File: src/rtl/mu0_pkg.sv
// mu0_pkg: shared encodings for the MU0 controller (opcodes, FSM states, ALU modes).
package mu0_pkg;

    typedef enum logic [3:0] {
        LDA = 4'd0,
        STA = 4'd1,
        ADD = 4'd2,
        SUB = 4'd3,
        JMP = 4'd4,
        JGE = 4'd5,
        JNE = 4'd6,
        STP = 4'd7
    } opcode_t;

    typedef enum logic [1:0] {
        FETCH = 2'd0,
        EXEC  = 2'd1,
        HALT  = 2'd2
    } state_t;

    localparam logic [1:0] ALU_PASS_Y = 2'b00;
    localparam logic [1:0] ALU_ADD    = 2'b01;
    localparam logic [1:0] ALU_INC    = 2'b10;
    localparam logic [1:0] ALU_SUB    = 2'b11;

    // Opcodes that touch memory during EXEC and therefore may be stretched by wait states
    function automatic logic is_mem_op(input logic [3:0] f);
        return (f == LDA) || (f == STA) || (f == ADD) || (f == SUB);
    endfunction

endpackage

File: src/rtl/mu0_exec_decode.sv
// mu0_exec_decode: purely combinational opcode-to-strobe decode for the EXEC state.
// Enables are raw here; the controller gates them with memory ready and reset.
module mu0_exec_decode
    import mu0_pkg::*;
(
    input  logic [3:0] f,
    input  logic       n,
    input  logic       z,
    output logic       x_sel,
    output logic       y_sel,
    output logic [1:0] m,
    output logic       pc_en,
    output logic       acc_en,
    output logic       rd,
    output logic       wr,
    output logic       mem_op
);

    // Per-opcode strobes; anything not listed (STP, 8-15) leaves everything at 0
    always_comb begin
        x_sel  = 1'b0;
        y_sel  = 1'b0;
        m      = ALU_PASS_Y;
        pc_en  = 1'b0;
        acc_en = 1'b0;
        rd     = 1'b0;
        wr     = 1'b0;
        mem_op = is_mem_op(f);
        case (f)
            LDA: begin
                rd     = 1'b1;
                acc_en = 1'b1;
            end
            STA: wr = 1'b1;
            ADD: begin
                rd     = 1'b1;
                m      = ALU_ADD;
                acc_en = 1'b1;
            end
            SUB: begin
                rd     = 1'b1;
                m      = ALU_SUB;
                acc_en = 1'b1;
            end
            JMP: begin
                y_sel = 1'b1;
                pc_en = 1'b1;
            end
            JGE: begin
                y_sel = 1'b1;
                pc_en = ~n;
            end
            JNE: begin
                y_sel = 1'b1;
                pc_en = ~z;
            end
            default: ;
        endcase
    end

endmodule

File: src/rtl/mu0_control.sv
// mu0_control: MU0 FETCH/EXEC/HALT controller. Outputs decode combinationally
// from the state and opcode/flags; the state register is the only storage.
// Optional wait-state support is enabled by defining MU0_MEM_WAIT_EN.
module mu0_control
    import mu0_pkg::*;
(
    input  logic       Clk,
    input  logic       Reset_n,
    input  logic [3:0] F,
    input  logic       N,
    input  logic       Z,
    input  logic       Mem_Rdy,
    output logic       X_sel,
    output logic       Y_sel,
    output logic       Addr_sel,
    output logic [1:0] M,
    output logic       PC_En,
    output logic       Acc_En,
    output logic       IR_En,
    output logic       Rd,
    output logic       Wr,
    output logic       Halted
);

    state_t     state;
    logic       rdy;
    logic       ex_go;
    logic       dec_x_sel, dec_y_sel, dec_pc_en, dec_acc_en, dec_rd, dec_wr, dec_mem_op;
    logic [1:0] dec_m;

`ifdef MU0_MEM_WAIT_EN
    assign rdy = Mem_Rdy;
`else
    // Memory always ready: the input is tied off logically
    assign rdy = Mem_Rdy | 1'b1;
`endif

    // Non-memory opcodes never wait, memory opcodes wait for ready
    assign ex_go = ~dec_mem_op | rdy;

    mu0_exec_decode u_dec (
        .f      (F),
        .n      (N),
        .z      (Z),
        .x_sel  (dec_x_sel),
        .y_sel  (dec_y_sel),
        .m      (dec_m),
        .pc_en  (dec_pc_en),
        .acc_en (dec_acc_en),
        .rd     (dec_rd),
        .wr     (dec_wr),
        .mem_op (dec_mem_op)
    );

    // State register with next-state logic; HALT is left only through reset
    always_ff @(posedge Clk or negedge Reset_n) begin
        if (!Reset_n) begin
            state <= FETCH;
        end else begin
            case (state)
                FETCH:   if (rdy) state <= EXEC;
                EXEC:    if (ex_go) state <= (F == STP) ? HALT : FETCH;
                HALT:    state <= HALT;
                default: state <= FETCH;
            endcase
        end
    end

    // Output decode; enables and strobes are killed while reset is held
    always_comb begin
        X_sel    = 1'b0;
        Y_sel    = 1'b0;
        Addr_sel = 1'b0;
        M        = ALU_PASS_Y;
        PC_En    = 1'b0;
        Acc_En   = 1'b0;
        IR_En    = 1'b0;
        Rd       = 1'b0;
        Wr       = 1'b0;
        Halted   = 1'b0;
        case (state)
            FETCH: begin
                Rd    = 1'b1;
                X_sel = 1'b1;
                M     = ALU_INC;
                IR_En = rdy;
                PC_En = rdy;
            end
            EXEC: begin
                Addr_sel = 1'b1;
                X_sel    = dec_x_sel;
                Y_sel    = dec_y_sel;
                M        = dec_m;
                Rd       = dec_rd;
                Wr       = dec_wr;
                PC_En    = dec_pc_en & ex_go;
                Acc_En   = dec_acc_en & ex_go;
            end
            HALT:    Halted = 1'b1;
            default: ;
        endcase
        if (!Reset_n) begin
            PC_En  = 1'b0;
            Acc_En = 1'b0;
            IR_En  = 1'b0;
            Rd     = 1'b0;
            Wr     = 1'b0;
            Halted = 1'b0;
        end
    end

endmodule

File: config.mk
export PLATFORM = sky130hd
export DESIGN_NAME = mu0_control
export DESIGN_NICKNAME = d
export VERILOG_FILES = /design/src/rtl/mu0_pkg.sv /design/src/rtl/mu0_exec_decode.sv /design/src/rtl/mu0_control.sv
export SDC_FILE = /design/constraint.sdc
export NUM_CORES = 1
export LEC_CHECK = 0
export ABC_AREA = 1
export BUFFER_PORTS_ARGS = -buffer_cell sky130_fd_sc_hd__clkbuf_2
export CAP_MARGIN = 5
export CORE_AREA = 2 2 39 41
export CTS_CLUSTER_DIAMETER = 100
export DETAILED_ROUTE_END_ITERATION = 10
export DIE_AREA = 0 0 41 43
export GPL_ROUTABILITY_DRIVEN = 0
export SLEW_MARGIN = 15
export SYNTH_ARGS = -nofsm -noshare
export SYNTH_HDL_FRONTEND = slang
export SYNTH_SLANG_ARGS = --single-unit
File: constraint.sdc
create_clock -name Clk -period 1.5 [get_ports Clk]
set_input_delay 0.45 -clock Clk [delete_from_list [all_inputs] [get_ports Clk]]
set_output_delay 0.45 -clock Clk [all_outputs]
set_load 0.02 [all_outputs]
Word-level counts from Yosys, hierarchy flattened
Cells that the tools add are included.

Flip-flop bits (word level): 2. Logic and storage cells: 38. Input port bits: 9. Output and inout bits: 11.

Reductions and logical operators: 4. Multiplexer cells: 22. Bitwise operators: 2. Eq/ne operators: 9.

Operators by type and width (number): $eq 4x3->1 const B (4); $mux 1 (15); $eq 4x2->1 const B (2); $pmux 2 s2 (2); $pmux 2 s3 (1); $reduce_or 3->1 (2); $eq 4x1->1 const B (1); $logic_not 4->1 (1); $pmux 1 s2 (2); $pmux 1 s3 (1); $eq 2x1->1 const B (1); $eq 2x2->1 const B (1); $logic_not 2->1 (1); $mux 2 (1); $not 1->1 (2).

Depth between registers and ports, before layout
Gate-level depths: netlist (run 1).

Depth in word-level cells: 5. Gate-level depth with buffers: 6. Gate-level depth less buffers: 6.

Hierarchy
Synthesis (run 1) repeated with hierarchy kept, for this count alone.

Cell total of the unflattened synthesis: 51. Area total of the unflattened synthesis: 277.8 sq um.

By module, submodules not included: mu0_control (instances 1, seq. area each 50.0 sq um, cells each 32, area an instance 180.2 sq um); mu0_exec_decode (instances 1, seq. area each 0.0 sq um, cells each 19, area an instance 97.6 sq um).

Worst setup path after synthesis (run 1)
No wires, ideal clock.

Path kind: register to output. From: register state[1]. To: output Wr. Data arrival time: 1223 ps. Required time: 1050 ps. Stages on the path, launching flop included: 4. Path buffers: 0. Path slack: -173 ps. Cell sequence: dfrtp_1 nor2_4 nand3_1 nor3_1.

Word-level cells in the longest chain between the ends: 3.

RTL lines: start, declared (RTL line mu0_control.sv:25) `state_t state;`; start signal, assigned (RTL line mu0_control.sv:62) `EXEC: if (ex_go) state <= (F == STP) ? HALT : FETCH;`; $eq 2x1->1 (RTL line mu0_control.sv:81) `case (state)`; $mux 1 (RTL line mu0_control.sv:81); $mux 1 (RTL line mu0_control.sv:102) `if (!Reset_n) begin`; end, declared (RTL line mu0_control.sv:21) `output logic Wr,`.

Every way passes these cells.

Worst setup path in the final report (run 1)
From: register state[0]. To: output Rd.

Word-level cells in the longest chain between the ends: 3. Elaborated cells between the ends (all ways): 4. Those cells by class: 1 x eq/ne; 2 x mux; 1 x reduce/logical.

RTL lines: $eq 2x1->1 / $logic_not 2->1 (equally long branches) (RTL line mu0_control.sv:81); $pmux 1 s2 * (RTL line mu0_control.sv:81); $mux 1 * (RTL line mu0_control.sv:102); end, declared (RTL line mu0_control.sv:20) `output logic Rd,`.

Mark *: on every way between the ends. The rest lies on a longest branch, timed or not.

==> metrics.log, run 1 <==
[metrics] run status: finished, violations left
[metrics] violations in the final reports: negative setup slack
[metrics] GR Util All Layers: 9.036%
[metrics] final instance area: slightly above 600 µm²
[metrics] Clk network pwr share: between 50% and 60%
[metrics] register containing the most flip-flops in the final layout: state
[metrics] final core area utilization: between 40% and 50%
[metrics] critical path fanouts, max: 4
[metrics] total clock sinks: 2
[metrics] number of failing hold endpoints at the final stage: 0
[metrics] final worst path period need: approximately 1.7 ns
[metrics] Final Cycle Share: 114.9%
[metrics] area growth from synthesis to layout: 182.7%
[metrics] fraction of final layout cells with drive strength greater than 1: 76.81%
[metrics] total wirelength of the detailed-routed design: 799 µm
[metrics] Finish-stage setup viols: 11
[metrics] top_reg_cell synth: sky130_fd_sc_hd__dfrtp_1
[metrics] post-synthesis area per instance: 6.366 µm²
[metrics] Slew HR: around four fifths
[metrics] post-synthesis instance area: around 220 µm²
[metrics] Pint: 0.1641 mW
[metrics] hold-fix buffers at CTS: 0
[metrics] Largest register FFs: 2
[metrics] fill cell total of the finished layout: around 140
[metrics] routed vias: 342
[metrics] leakage power total: 0.3297 nW
[metrics] clock input transition at the sequential cells of the worst setup and hold paths: 0.03 ns
[metrics] area of the core region: 0.001384 mm²
[metrics] setup repair after global routing missed its margin: true
[metrics] switching part of the total power: between 20% and 30%
[metrics] clock tree buffer depth: 2
[metrics] Yosys warning count: 0
[metrics] mean routed wirelength per cell: 9.400 µm
[metrics] fmax: a little under 600 MHz
[metrics] largest net degree at the start of global routing: 6
[metrics] power consumption: 0.2178 mW
[metrics] vertical die dimension: 43 µm
[metrics] DP HPWL: 570.1 µm
[metrics] total of max-cap violations: 0
[metrics] TritonCTS clock tree: done
[metrics] Die Width: between 40 and 50 µm
[metrics] data arrival time of the critical path: between 1 and 1.5 ns
[metrics] total gr overflow: 0
[metrics] initial core utilization: 15.64%
[metrics] P_sw: 0.05368 mW
[metrics] part of the power in registers: between 20% and 30%
[metrics] Ports: 20
[metrics] gate count after technology mapping: 34
[metrics] Post-DRT Antenna Nets: 0
[metrics] placement row count: 14
[metrics] final setup slack of the worst path: -0.2242 ns
[metrics] synthesized flop and latch total: 2
[metrics] most frequent cells after synthesis: sky130_fd_sc_hd__inv_1, sky130_fd_sc_hd__nand2_1, sky130_fd_sc_hd__nor2_1
[metrics] critical path's slowest cell: sky130_fd_sc_hd__dfrtp_1
[metrics] power per cell area: between 300 and 400 mW/mm²
[metrics] critical path startpoint category: flop
[metrics] fraction of synthesized cell area taken by the top area cell type: a little under a quarter
[metrics] number of unique standard cell types used by synthesis: 16
[metrics] WP data required: about 1.1 ns
[metrics] clock buffer count from CTS: 3
[metrics] maximum level of the CTS H-tree: 1
[metrics] Synth area leader: sky130_fd_sc_hd__dfrtp_1
[metrics] worst min-delay path class: input port to asynchronous set/reset pin
[metrics] ranking of synthesized cells by area: sky130_fd_sc_hd__dfrtp_1, sky130_fd_sc_hd__inv_1, sky130_fd_sc_hd__nand2_1
[metrics] CP peak stage delay: between 0.3 and 0.4 ns
[metrics] asr flop ratio synth: 100.0%
[metrics] port bufs: 18
[metrics] Placed Area: between 400 and 500 µm²
[metrics] Syn Nets: 43
[metrics] drt first pass iters: 2
[metrics] wire length of the first global-routing pass: 1083 µm
[metrics] initial antenna violation count: 0
[metrics] maximum clock skew at final layout: 0.002540 ns
[metrics] CP Capture Type: output pin
[metrics] diodes inserted: 0
[metrics] critical path class: flop to output pin
[metrics] worst-skew pair later-pin latency: 0.22 ns
[metrics] mean number of vias per cell: slightly above 4
[metrics] Post-synth EDFFs: 0
[metrics] pins over their slew limit: 0
[metrics] largest registers ranked by flip-flop count: state (2)
[metrics] DRC Markers: 0
[metrics] maximum resistive drop on vdd: 0.1471 mV
[metrics] CP Cell Sequence: buf_4, buf_6, nor2_4, nand2_4, o21ai_2, clkbuf_8
[metrics] combinational share of power: 21.9%
[metrics] root buffer selected by CTS: sky130_fd_sc_hd__clkbuf_4
[metrics] Total Die Area: approximately 0.0018 mm²
[metrics] transition time at the pin with the least slew margin: 0.2815 ns
[metrics] via count of the first global-routing pass: 307
[metrics] sequential element share of the synthesized area: about 23%
[metrics] most frequent cell after synthesis: sky130_fd_sc_hd__inv_1
[metrics] number of violations reported at the end of detailed-routing iteration 0: 9
[metrics] layout net count: 80
[per-layer routing]
metal / vias to the layer above / track usage (%) / routed length (µm)
li1: 178 / - / -
met1: 154 / 9.646 / 336
met2: 10 / 14.37 / 436
met3: 0 / 2.618 / 26
met4: 0 / 6.000 / 0
met5: - / 0 / 0
[worst paths after layout]
check	cells past startpoint	slack, ns	from	to
setup / recovery	6	-0.22	state[0]$_DFF_PN0_	Rd
hold / removal	2	0.16	Reset_n	state[1]$_DFF_PN0_
setup reg to reg	5	0.53	state[0]$_DFF_PN0_	state[1]$_DFF_PN0_
hold reg to reg	4	0.71	state[1]$_DFF_PN0_	state[1]$_DFF_PN0_
max in group asynchronous	2	1.24	Reset_n	state[0]$_DFF_PN0_
min in group Clk	4	0.64	F[0]	state[1]$_DFF_PN0_
[cell usage in the layout, fill, tap and decap left out]
cell type / Yosys / final
sky130_fd_sc_hd__o211ai_1: 1 / 1
sky130_fd_sc_hd__nand2_1: 6 / 3
sky130_fd_sc_hd__clkbuf_8: 0 / 5
sky130_fd_sc_hd__nand3_2: 1 / 1
sky130_fd_sc_hd__o21ai_0: 1 / 1
sky130_fd_sc_hd__clkbuf_2: 0 / 6
sky130_fd_sc_hd__nor3_2: 0 / 2
sky130_fd_sc_hd__dfrtp_1: 2 / 2
sky130_fd_sc_hd__nand3_1: 1 / 1
sky130_fd_sc_hd__o22ai_1: 1 / 1
sky130_fd_sc_hd__inv_1: 7 / 5
sky130_fd_sc_hd__buf_4: 0 / 13
sky130_fd_sc_hd__buf_6: 0 / 4
sky130_fd_sc_hd__nor2_2: 0 / 1
sky130_fd_sc_hd__clkbuf_4: 0 / 4
sky130_fd_sc_hd__inv_2: 1 / 3
sky130_fd_sc_hd__buf_8: 0 / 3
sky130_fd_sc_hd__o21ai_2: 0 / 1
sky130_fd_sc_hd__a21oi_4: 0 / 1
sky130_fd_sc_hd__nand2_2: 0 / 2
sky130_fd_sc_hd__nor2_1: 5 / 2
sky130_fd_sc_hd__nor2_4: 2 / 4
sky130_fd_sc_hd__nand2_4: 1 / 2
sky130_fd_sc_hd__and3_4: 0 / 1
[power groups by stage]
stage	combinational, mW	clock (mW)	sequential [mW]
5_1_grt	0.0513	0.128	0.0543
3_3_place_gp	0.0376	0	0.0549
4_1_cts	0.0461	0.120	0.0544
6_report	0.0476	0.116	0.0544
3_5_place_dp	0.0388	0	0.0549
2_1_floorplan	0.0142	0	0.0550
[metrics by stage]
stage               TNS, ns  hold WS (ns)  cells  setup slack, ns
finish               -1.865        0.1588     85          -0.2242
CTS                  -1.611        0.1551     81          -0.2385
detailed placement  -0.9440        0.3850     76          -0.2240
global placement    -0.8532        0.3751     76          -0.2021
floorplan           -0.1931        0.1544     34         -0.06621
global route         -2.555        0.1547     85          -0.2950
[logic make-up after synthesis]
| group | count (synthesis) | share of synthesized area [%] |
|---|---|---|
| buf+inv | 8 | 13.87 |
| simple gates | 19 | 49.71 |
| flops | 2 | 23.12 |
| compound gates | 5 | 13.29 |
[cell type report]
class,count,area [µm²],share of cell area (%)
multi-input cells,24,195.2,31.90
repair buffers,32,294.0,48.06
flip-flops and latches,2,50.05,8.180
inverters,8,30.03,4.908
clock buffers,3,22.52,3.681
well taps,16,20.02,3.272
[worst max-delay path: cells and delay by family (launching register included)]
family                 cells  cell delay (ns)
AOI/OAI and AO/OA          1             0.06
buffers and inverters      3             0.41
DFF                        1             0.39
and+or+nand+nor            2             0.19
[timing repair]
| item | in CTS | in global routing |
|---|---|---|
| setup endpoints to repair | 11 | 11 |
| resized for setup | 27 | 13 |
| pin swaps | 3 | 6 |
| buffers inserted | 2 | 4 |
(Power assumes the default switching activity.)
==> run 2, diff against run 1 <==
--- a/config.mk
+++ b/config.mk
@@ -6,7 +6,7 @@
 export NUM_CORES = 1
 export LEC_CHECK = 0
 export ABC_AREA = 1
-export BUFFER_PORTS_ARGS = -buffer_cell sky130_fd_sc_hd__clkbuf_2
+export BUFFER_PORTS_ARGS = -buffer_cell sky130_fd_sc_hd__buf_2
 export CAP_MARGIN = 5
 export CORE_AREA = 2 2 39 41
 export CTS_CLUSTER_DIAMETER = 100
==> run 2 against run 1 <==
The flow still finishes with violations (negative setup slack). Total power fell by 0.13%. Flip-flop and latch count did not move. Via count did not move. Critical path type unchanged. Critical endpoint unchanged. Largest cell class unchanged. Highest routed layer unchanged.
==> metrics.log, run 2 (synthesis gave the netlist of run 1 again) <==
[metrics] run status: finished, violations left
[metrics] leakage power total: 0.3080 nW (-6.6%)
[metrics] GR Util All Layers: 9.438% (+0.40 points)
[metrics] critical path fanouts, max: 5 (+1)
[metrics] initial antenna violation count: 0 (unchanged)
[metrics] fraction of final layout cells with drive strength greater than 1: 76.47% (-0.34 points)
[metrics] worst path bufs/invs: 1 (-2)
[metrics] root buffer selected by CTS: sky130_fd_sc_hd__clkbuf_4
[metrics] drt first pass iters: 3 (+1)
[metrics] critical path startpoint category: flop
[metrics] final instance area: 548.0 µm² (-10%)
[metrics] critical path's slowest cell: sky130_fd_sc_hd__dfrtp_1
[metrics] Die Width: 41 µm (unchanged)
[metrics] layout net count: 79 (-1.3%)
[metrics] Slew HR: 80.19% (-0.97 points)
[metrics] number of violations reported at the end of detailed-routing iteration 0: 2 (-7)
[metrics] hold-fix buffers at CTS: 0 (unchanged)
[metrics] total clock sinks: 2 (unchanged)
[metrics] area growth from synthesis to layout: 153.2%
[metrics] final setup slack of the worst path: -0.2036 ns (+0.02066 ns)
[metrics] WP data required: 1.05 ns (about the same)
[metrics] power consumption: 0.2175 mW (-0.13%)
[metrics] initial core utilization: 15.64% (unchanged)
[metrics] cell family with the largest share of critical-path delay: flip-flops
[metrics] register containing the most flip-flops in the final layout: state
[metrics] total of max-cap violations: 0 (unchanged)
[metrics] placement row count: 14 (unchanged)
[metrics] transition time at the pin with the least slew margin: 0.2959 ns (+0.01443 ns)
[metrics] setup repair after global routing missed its margin: true
[metrics] total gr overflow: 0 (unchanged)
[metrics] via count of the first global-routing pass: 275 (-10%)
[metrics] number of failing hold endpoints at the final stage: 0 (unchanged)
[metrics] CP peak stage delay: 0.40 ns (about the same)
[metrics] vertical die dimension: 43 µm (unchanged)
[metrics] total wirelength of the detailed-routed design: 752 µm (-5.9%)
[metrics] Largest register FFs: 2 (unchanged)
[metrics] Final Cycle Share: 113.6% (-1.4 points)
[metrics] Finish-stage setup viols: 11 (unchanged)
[metrics] DP HPWL: 582.4 µm (+2.2%)
[metrics] CP Cell Sequence: nor2_4, o211ai_1, o21ai_2, buf_6
[metrics] tightest hold margin: 0.1555 ns (-0.003309 ns)
[metrics] maximum level of the CTS H-tree: 1 (unchanged)
[metrics] Post-DRT Antenna Nets: 0 (unchanged)
[metrics] clock buffer count from CTS: 3 (unchanged)
[metrics] most used cells in the layout excluding fill and tap cells: sky130_fd_sc_hd__buf_4, sky130_fd_sc_hd__inv_1, sky130_fd_sc_hd__buf_2, sky130_fd_sc_hd__buf_6
[metrics] largest net degree at the start of global routing: 6 (unchanged)
[metrics] Ports: 20 (unchanged)
[metrics] maximum resistive drop on vdd: 0.1626 mV (+11%)
[metrics] clock input transition at the sequential cells of the worst setup and hold paths: 0.03 ns (about the same)
[metrics] TritonCTS clock tree: done
[metrics] maximum clock skew at final layout: 0.004120 ns (+0.001579 ns)
[metrics] fill cell total of the finished layout: 146 (+1.4%)
[metrics] mean number of vias per cell: 4.071 (+1.2%)
[metrics] port bufs: 18 (unchanged)
[metrics] placed insts: 77 (+1.3%)
[metrics] power per cell area: 396.9 mW/mm² (+12%)
[metrics] violations in the final reports: negative setup slack
[metrics] worst-skew pair later-pin latency: 0.22 ns (about the same)
[metrics] final worst path period need: 1.704 ns (-0.02066 ns)
[metrics] setup slack at placement: -0.2034 ns (+0.02052 ns)
[metrics] area of the core region: 0.001384 mm² (unchanged)
[metrics] mean routed wirelength per cell: 8.952 µm (-4.8%)
[metrics] critical path class: flop to output pin
[metrics] clock tree buffer depth: 2 (unchanged)
[metrics] pins over their slew limit: 0 (unchanged)
[metrics] leading cell type in the layout, fill and taps excluded: sky130_fd_sc_hd__buf_4
[metrics] routed vias: 342 (unchanged)
[metrics] diodes inserted: 0 (unchanged)
[metrics] data arrival time of the critical path: 1.25 ns (-0.02 ns)
[metrics] wire length of the first global-routing pass: 1055 µm (-2.6%)
[metrics] non-filler cells in the finished layout: 84 (-1.2%)
[metrics] largest registers ranked by flip-flop count: state (2)
[metrics] worst min-delay path class: input port to asynchronous set/reset pin
[metrics] CP Capture Type: output pin
[metrics] fmax: 587.0 MHz (+1.2%)
[metrics] Total Die Area: 0.001763 mm² (unchanged)
[metrics] Placed Area: 410.4 µm² (+1.9%)
[metrics] DRC Markers: 0 (unchanged)
-- run 2: cell count changes in the layout (fill, tap and decap cells not counted), moves of 2 or more --
cell and delta:
sky130_fd_sc_hd__clkbuf_8 -5, sky130_fd_sc_hd__buf_8 -3, sky130_fd_sc_hd__clkbuf_2 -6, sky130_fd_sc_hd__buf_6 +2
sky130_fd_sc_hd__nand2_2 +2, sky130_fd_sc_hd__buf_4 +6, sky130_fd_sc_hd__buf_2 +6
-- run 2: repair_timing --
item | CTS | global route
setup endpoints to repair | 11 | 11
setup buffers | 2 | 2
pin swaps | 2 | 3
resized for setup | 22 | 6
-- run 2: layer usage --
layer | GRT usage [%] | up-vias | wire [µm] | share of wire (%)
met4 | 8.000 | 0 | 0 | 0
met2 | 14.06 | 10 | 416 | 55
met3 | 3.141 | 0 | 27 | 3.6
met1 | 9.968 | 158 | 308 | 41
li1 | - | 174 | - | -
met5 | 0 | - | 0 | 0
-- run 2: final timing paths --
| path | end | depth (start not counted) | slack (ns) | startpoint |
|---|---|---|---|---|
| min reg2reg | state[1]$_DFF_PN0_ | 2 | 0.63 | state[0]$_DFF_PN0_ |
| max in group asynchronous | state[0]$_DFF_PN0_ | 2 | 1.25 | Reset_n |
| min | state[1]$_DFF_PN0_ | 2 | 0.16 | Reset_n |
| min in group Clk | state[1]$_DFF_PN0_ | 4 | 0.63 | F[0] |
| max | Rd | 4 | -0.20 | state[1]$_DFF_PN0_ |
| max reg2reg | state[1]$_DFF_PN0_ | 4 | 0.53 | state[1]$_DFF_PN0_ |
-- run 2: per-stage QoR --
stage                     util [%]  TNS [ns]
after global routing         39.60    -2.009
after global placement       29.66   -0.8671
after CTS                    36.98    -1.477
final                        39.60    -1.420
after detailed placement     29.66   -0.8637
after floorplan                  -   -0.1931
-- run 2: final cells by class --
| cell class | count | area, µm² | share of cell area (%) |
|---|---|---|---|
| timing repair buffer | 31 | 240.2 | 43.84 |
| sequential | 2 | 50.05 | 9.132 |
| clock buffer | 3 | 22.52 | 4.110 |
| multi-input combinational | 24 | 185.2 | 33.79 |
| inverter | 8 | 30.03 | 5.479 |
| tap | 16 | 20.02 | 3.653 |
-- run 2: where the power goes --
part / internal, mW / switching, mW
Combinational: 0.0222 / 0.0248
Sequential: 0.0544 / 0
Clock: 0.0881 / 0.0281
Total: 0.165 / 0.0529
==> run 3, diff against run 2 <==
--- a/config.mk
+++ b/config.mk
@@ -5,7 +5,6 @@
 export SDC_FILE = /design/constraint.sdc
 export NUM_CORES = 1
 export LEC_CHECK = 0
-export ABC_AREA = 1
 export BUFFER_PORTS_ARGS = -buffer_cell sky130_fd_sc_hd__buf_2
 export CAP_MARGIN = 5
 export CORE_AREA = 2 2 39 41
==> run 3 against run 2 <==
The flow still finishes with violations (negative setup slack). Routed wire length up 7.3%. Flip-flop and latch count unchanged. Clock power up 9%. Final cell count down 13%. Largest power group unchanged. Highest routed layer is now met4.
==> metrics.log, run 3 <==
[metrics] mean number of vias per cell: 4.411 (+8.3%)
[metrics] violations in the final reports: negative setup slack
[metrics] Worst R2R Path Depth: 6 (+2)
[metrics] Clk network pwr share: 57.0% (+3.6 points)
[metrics] maximum resistive drop on vdd: 0.1822 mV (+12%)
[metrics] sequential element share of the synthesized area: 24.10% (+0.97 points)
[metrics] clock input transition at the sequential cells of the worst setup and hold paths: 0.03 ns (about the same)
[metrics] top_reg_cell synth: sky130_fd_sc_hd__dfrtp_1
[metrics] drt first pass iters: 1 (-2)
[metrics] leading cell type in the layout, fill and taps excluded: sky130_fd_sc_hd__buf_4
[metrics] post-synthesis instance area: 207.7 µm² (-4.0%)
[metrics] Post-synth EDFFs: 0 (unchanged)
[metrics] most frequent cells after synthesis: sky130_fd_sc_hd__nand2_1, sky130_fd_sc_hd__nor2_1
[metrics] number of violations reported at the end of detailed-routing iteration 0: 0 (-2)
[metrics] GR Util All Layers: 11.94% (+2.5 points)
[metrics] largest net degree at the start of global routing: 9 (+3)
[metrics] final setup slack of the worst path: -0.3399 ns (-0.1363 ns)
[metrics] switching part of the total power: 25.50% (+1.2 points)
[metrics] layout net count: 68 (-14%)
[metrics] setup slack at placement: -0.3530 ns (-0.1495 ns)
[metrics] combinational share of power: 18.3% (-3.3 points)
[metrics] dominant combinational cell family by area after synthesis: simple AND/OR/NAND/NOR gates
[metrics] fmax: 543.5 MHz (-7.4%)
[metrics] sequential cell area in the final layout: 50.05 µm² (unchanged)
[metrics] endpoint of the worst-slack reg-to-reg timing path: state[1]$_DFF_PN0_
[metrics] clock tree buffer depth: 2 (unchanged)
[metrics] CP Capture Type: output pin
[metrics] placed insts: 68 (-12%)
[metrics] Finish-stage setup viols: 9 (-2)
[metrics] pins over their slew limit: 0 (unchanged)
[metrics] clock buffer count from CTS: 3 (unchanged)
[metrics] final instance area: 526.8 µm² (-3.9%)
[metrics] cell family with the largest share of critical-path delay: simple AND/OR/NAND/NOR gates
[metrics] fraction of final layout cells with drive strength greater than 1: 77.19% (+0.72 points)
[metrics] area fraction in compound gates after synthesis: 19.28% (+6.0 points)
[metrics] mux contribution to synthesized area: 0% (unchanged)
[metrics] vertical die dimension: 43 µm (unchanged)
[metrics] critical path fanouts, max: 3 (-2)
[metrics] port bufs: 18 (unchanged)
[metrics] Synth area leader: sky130_fd_sc_hd__dfrtp_1
[metrics] maximum clock skew at final layout: 0.004194 ns (+0.00007479 ns)
[metrics] synthesized flop and latch total: 2 (unchanged)
[metrics] critical path's slowest cell: sky130_fd_sc_hd__dfrtp_1
[metrics] parity-gate share of the synthesized area counting xor and xnor cells: 0% (unchanged)
[metrics] final worst path period need: 1.840 ns (+0.1363 ns)
[metrics] total wirelength of the detailed-routed design: 807 µm (+7.3%)
[metrics] worst path bufs/invs: 1 (unchanged)
[metrics] transition time at the pin with the least slew margin: 0.3002 ns (+0.004329 ns)
[metrics] Pint: 0.1643 mW (-0.23%)
[metrics] ranking of synthesized cells by area: sky130_fd_sc_hd__dfrtp_1, sky130_fd_sc_hd__nor4b_4, sky130_fd_sc_hd__nand2_1
[metrics] Placed Area: 404.1 µm² (-1.5%)
[metrics] fill cell total of the finished layout: 145 (-0.68%)
[metrics] Total Die Area: 0.001763 mm² (unchanged)
[metrics] asr flop ratio synth: 100.0% (unchanged)
[metrics] Yosys warning count: 0 (unchanged)
[metrics] TritonCTS clock tree: done
[metrics] root buffer selected by CTS: sky130_fd_sc_hd__clkbuf_4
[metrics] initial antenna violation count: 0 (unchanged)
[metrics] internal reg-to-reg setup slack: 0.29 ns (-0.24 ns)
[metrics] CP peak stage delay: 0.40 ns (about the same)
[metrics] hold-fix buffers at CTS: 0 (unchanged)
[metrics] DRC Markers: 0 (unchanged)
[metrics] Die Width: 41 µm (unchanged)
[metrics] critical path class: flop to output pin
[metrics] CP Cell Sequence: nor4b_4, nand2_2, o22ai_4, buf_6
[metrics] DP HPWL: 556.6 µm (-4.4%)
[metrics] largest registers ranked by flip-flop count: state (2)
[metrics] maximum level of the CTS H-tree: 1 (unchanged)
[metrics] arithmetic-cell share of the synthesized area counting full adders, half adders and majority gates: 0% (unchanged)
[metrics] most used cells in the layout excluding fill and tap cells: sky130_fd_sc_hd__buf_4, sky130_fd_sc_hd__buf_6, sky130_fd_sc_hd__buf_2
[metrics] part of the power in registers: 24.6% (-0.4 points)
[metrics] total gr overflow: 0 (unchanged)
[metrics] worst-skew pair later-pin latency: 0.23 ns (about the same)
[metrics] Largest register FFs: 2 (unchanged)
[metrics] WP data required: 1.05 ns (about the same)
[metrics] Syn Nets: 36 (-16%)
[metrics] area of the core region: 0.001384 mm² (unchanged)
[metrics] run status: finished, violations left
[metrics] Final Cycle Share: 122.7% (+9.1 points)
[metrics] register containing the most flip-flops in the final layout: state
[metrics] mean routed wirelength per cell: 11.05 µm (+23%)
[metrics] total clock sinks: 2 (unchanged)
[metrics] wire length of the first global-routing pass: 1317 µm (+25%)
[metrics] most frequent cell after synthesis: sky130_fd_sc_hd__nand2_1
[metrics] routed vias: 322 (-5.8%)
[metrics] P_sw: 0.05623 mW (+6.4%)
[metrics] number of unique standard cell types used by synthesis: 16 (unchanged)
[metrics] non-filler cells in the finished layout: 73 (-13%)
[metrics] Ports: 20 (unchanged)
[metrics] post-synthesis area per instance: 7.693 µm² (+21%)
[metrics] gate count after technology mapping: 27 (-21%)
[metrics] multi-input gate area in the final layout: 198.9 µm² (+7.4%)
[metrics] Post-DRT Antenna Nets: 0 (unchanged)
[metrics] total of max-cap violations: 0 (unchanged)
[metrics] setup repair after global routing missed its margin: true
[metrics] number of failing hold endpoints at the final stage: 0 (unchanged)
[metrics] leakage power total: 0.2598 nW (-16%)
[metrics] area growth from synthesis to layout: 153.6%
[metrics] initial core utilization: 15.01% (-0.63 points)
[metrics] Slew HR: 79.90% (-0.29 points)
[metrics] power per cell area: 418.6 mW/mm² (+5.5%)
[metrics] data arrival time of the critical path: 1.39 ns (+0.14 ns)
[metrics] critical path startpoint category: flop
[metrics] worst min-delay path class: input port to asynchronous set/reset pin
[metrics] simple-gate portion of the synthesized area: 51.20% (+1.5 points)
[metrics] start point of the critical path: state[1]$_DFF_PN0_
[metrics] fraction of synthesized cell area taken by the top area cell type: 24.10% (+0.97 points)
[metrics] via count of the first global-routing pass: 338 (+23%)
[metrics] diodes inserted: 0 (unchanged)
[metrics] reg-to-reg startpoint: state[1]$_DFF_PN0_
[metrics] placement row count: 14 (unchanged)
-- run 3: cell types whose count changed after synthesis, sizes merged, moves of 2 or more --
| cell | previous run | this run |
|---|---|---|
| nor3 | 2 | 0 |
| nor2b | 0 | 2 |
| nand3 | 2 | 0 |
| o21ai | 2 | 0 |
| nor2 | 7 | 3 |
| inv | 8 | 1 |
-- run 3: repair_timing --
action	in CTS	in global routing
cloned	0	0
setup buffers	1	1
pin swaps	2	2
setup endpoints to repair	11	11
resized for setup	24	4
-- run 3: final cells by class --
class / instances / share of cell area [%]
timing repair buffer: 28 / 43.94
multi-input combinational: 23 / 37.77
inverter: 1 / 0.7126
clock buffer: 3 / 4.276
tap: 16 / 3.800
sequential: 2 / 9.501
-- run 3: power by group through the flow --
stage	combinational (mW)	sequential, mW	clock, mW
3_3_place_gp	0.0348	0.0549	0
6_report	0.0405	0.0543	0.126
4_1_cts	0.0396	0.0543	0.135
2_1_floorplan	0.0105	0.0550	0
5_1_grt	0.0436	0.0543	0.136
3_5_place_dp	0.0352	0.0549	0
-- run 3: kinds of logic (layout without fill, tap and decap cells) --
kind of cell           count (synthesis)  after routing
AND/OR/NAND/NOR                       17             17
AO/OA/AOI/OAI                          6              6
buffers and inverters                  2             32
flip-flops                             2              2
-- run 3: worst max-delay path by stage --
stage | to | slack [ns] | depth (start not counted)
3_3_place_gp | Rd | -0.34 | 5
3_5_place_dp | Rd | -0.35 | 5
2_1_floorplan | Y_sel | -0.05 | 4
5_1_grt | Rd | -0.42 | 4
6_report | Rd | -0.34 | 4
4_1_cts | Rd | -0.34 | 4
-- run 3: metal layers --
metal | vias up | routed length (µm) | GRT usage (%) | share of wire [%]
met2 | 16 | 425 | 17.19 | 53
met1 | 143 | 277 | 11.54 | 34
li1 | 157 | - | - | -
met3 | 6 | 51 | 2.094 | 6.3
met4 | 0 | 52 | 16.00 | 6.4
met5 | - | 0 | 0 | 0
-- run 3: worst reg2reg max path: stages (launching register included) --
cell                      delay, ns
sky130_fd_sc_hd__dfrtp_1       0.40
sky130_fd_sc_hd__buf_4         0.18
sky130_fd_sc_hd__nor2b_4       0.12
sky130_fd_sc_hd__nand2_1       0.09
sky130_fd_sc_hd__buf_4         0.14
sky130_fd_sc_hd__buf_4         0.12
sky130_fd_sc_hd__o22ai_1       0.09
-- run 3: per-stage QoR --
| step | power (mW) | hold slack [ns] | util (%) | setup TNS [ns] |
|---|---|---|---|---|
| after floorplan | 0.06543 | 0.1544 | - | -0.1522 |
| after global placement | 0.08972 | 0.3961 | 29.20 | -1.426 |
| after detailed placement | 0.09015 | 0.4000 | 29.20 | -1.491 |
| after CTS | 0.2287 | 0.1592 | 36.80 | -2.238 |
| after global routing | 0.2334 | 0.1683 | 38.07 | -2.967 |
| final | 0.2205 | 0.1644 | 38.07 | -2.253 |
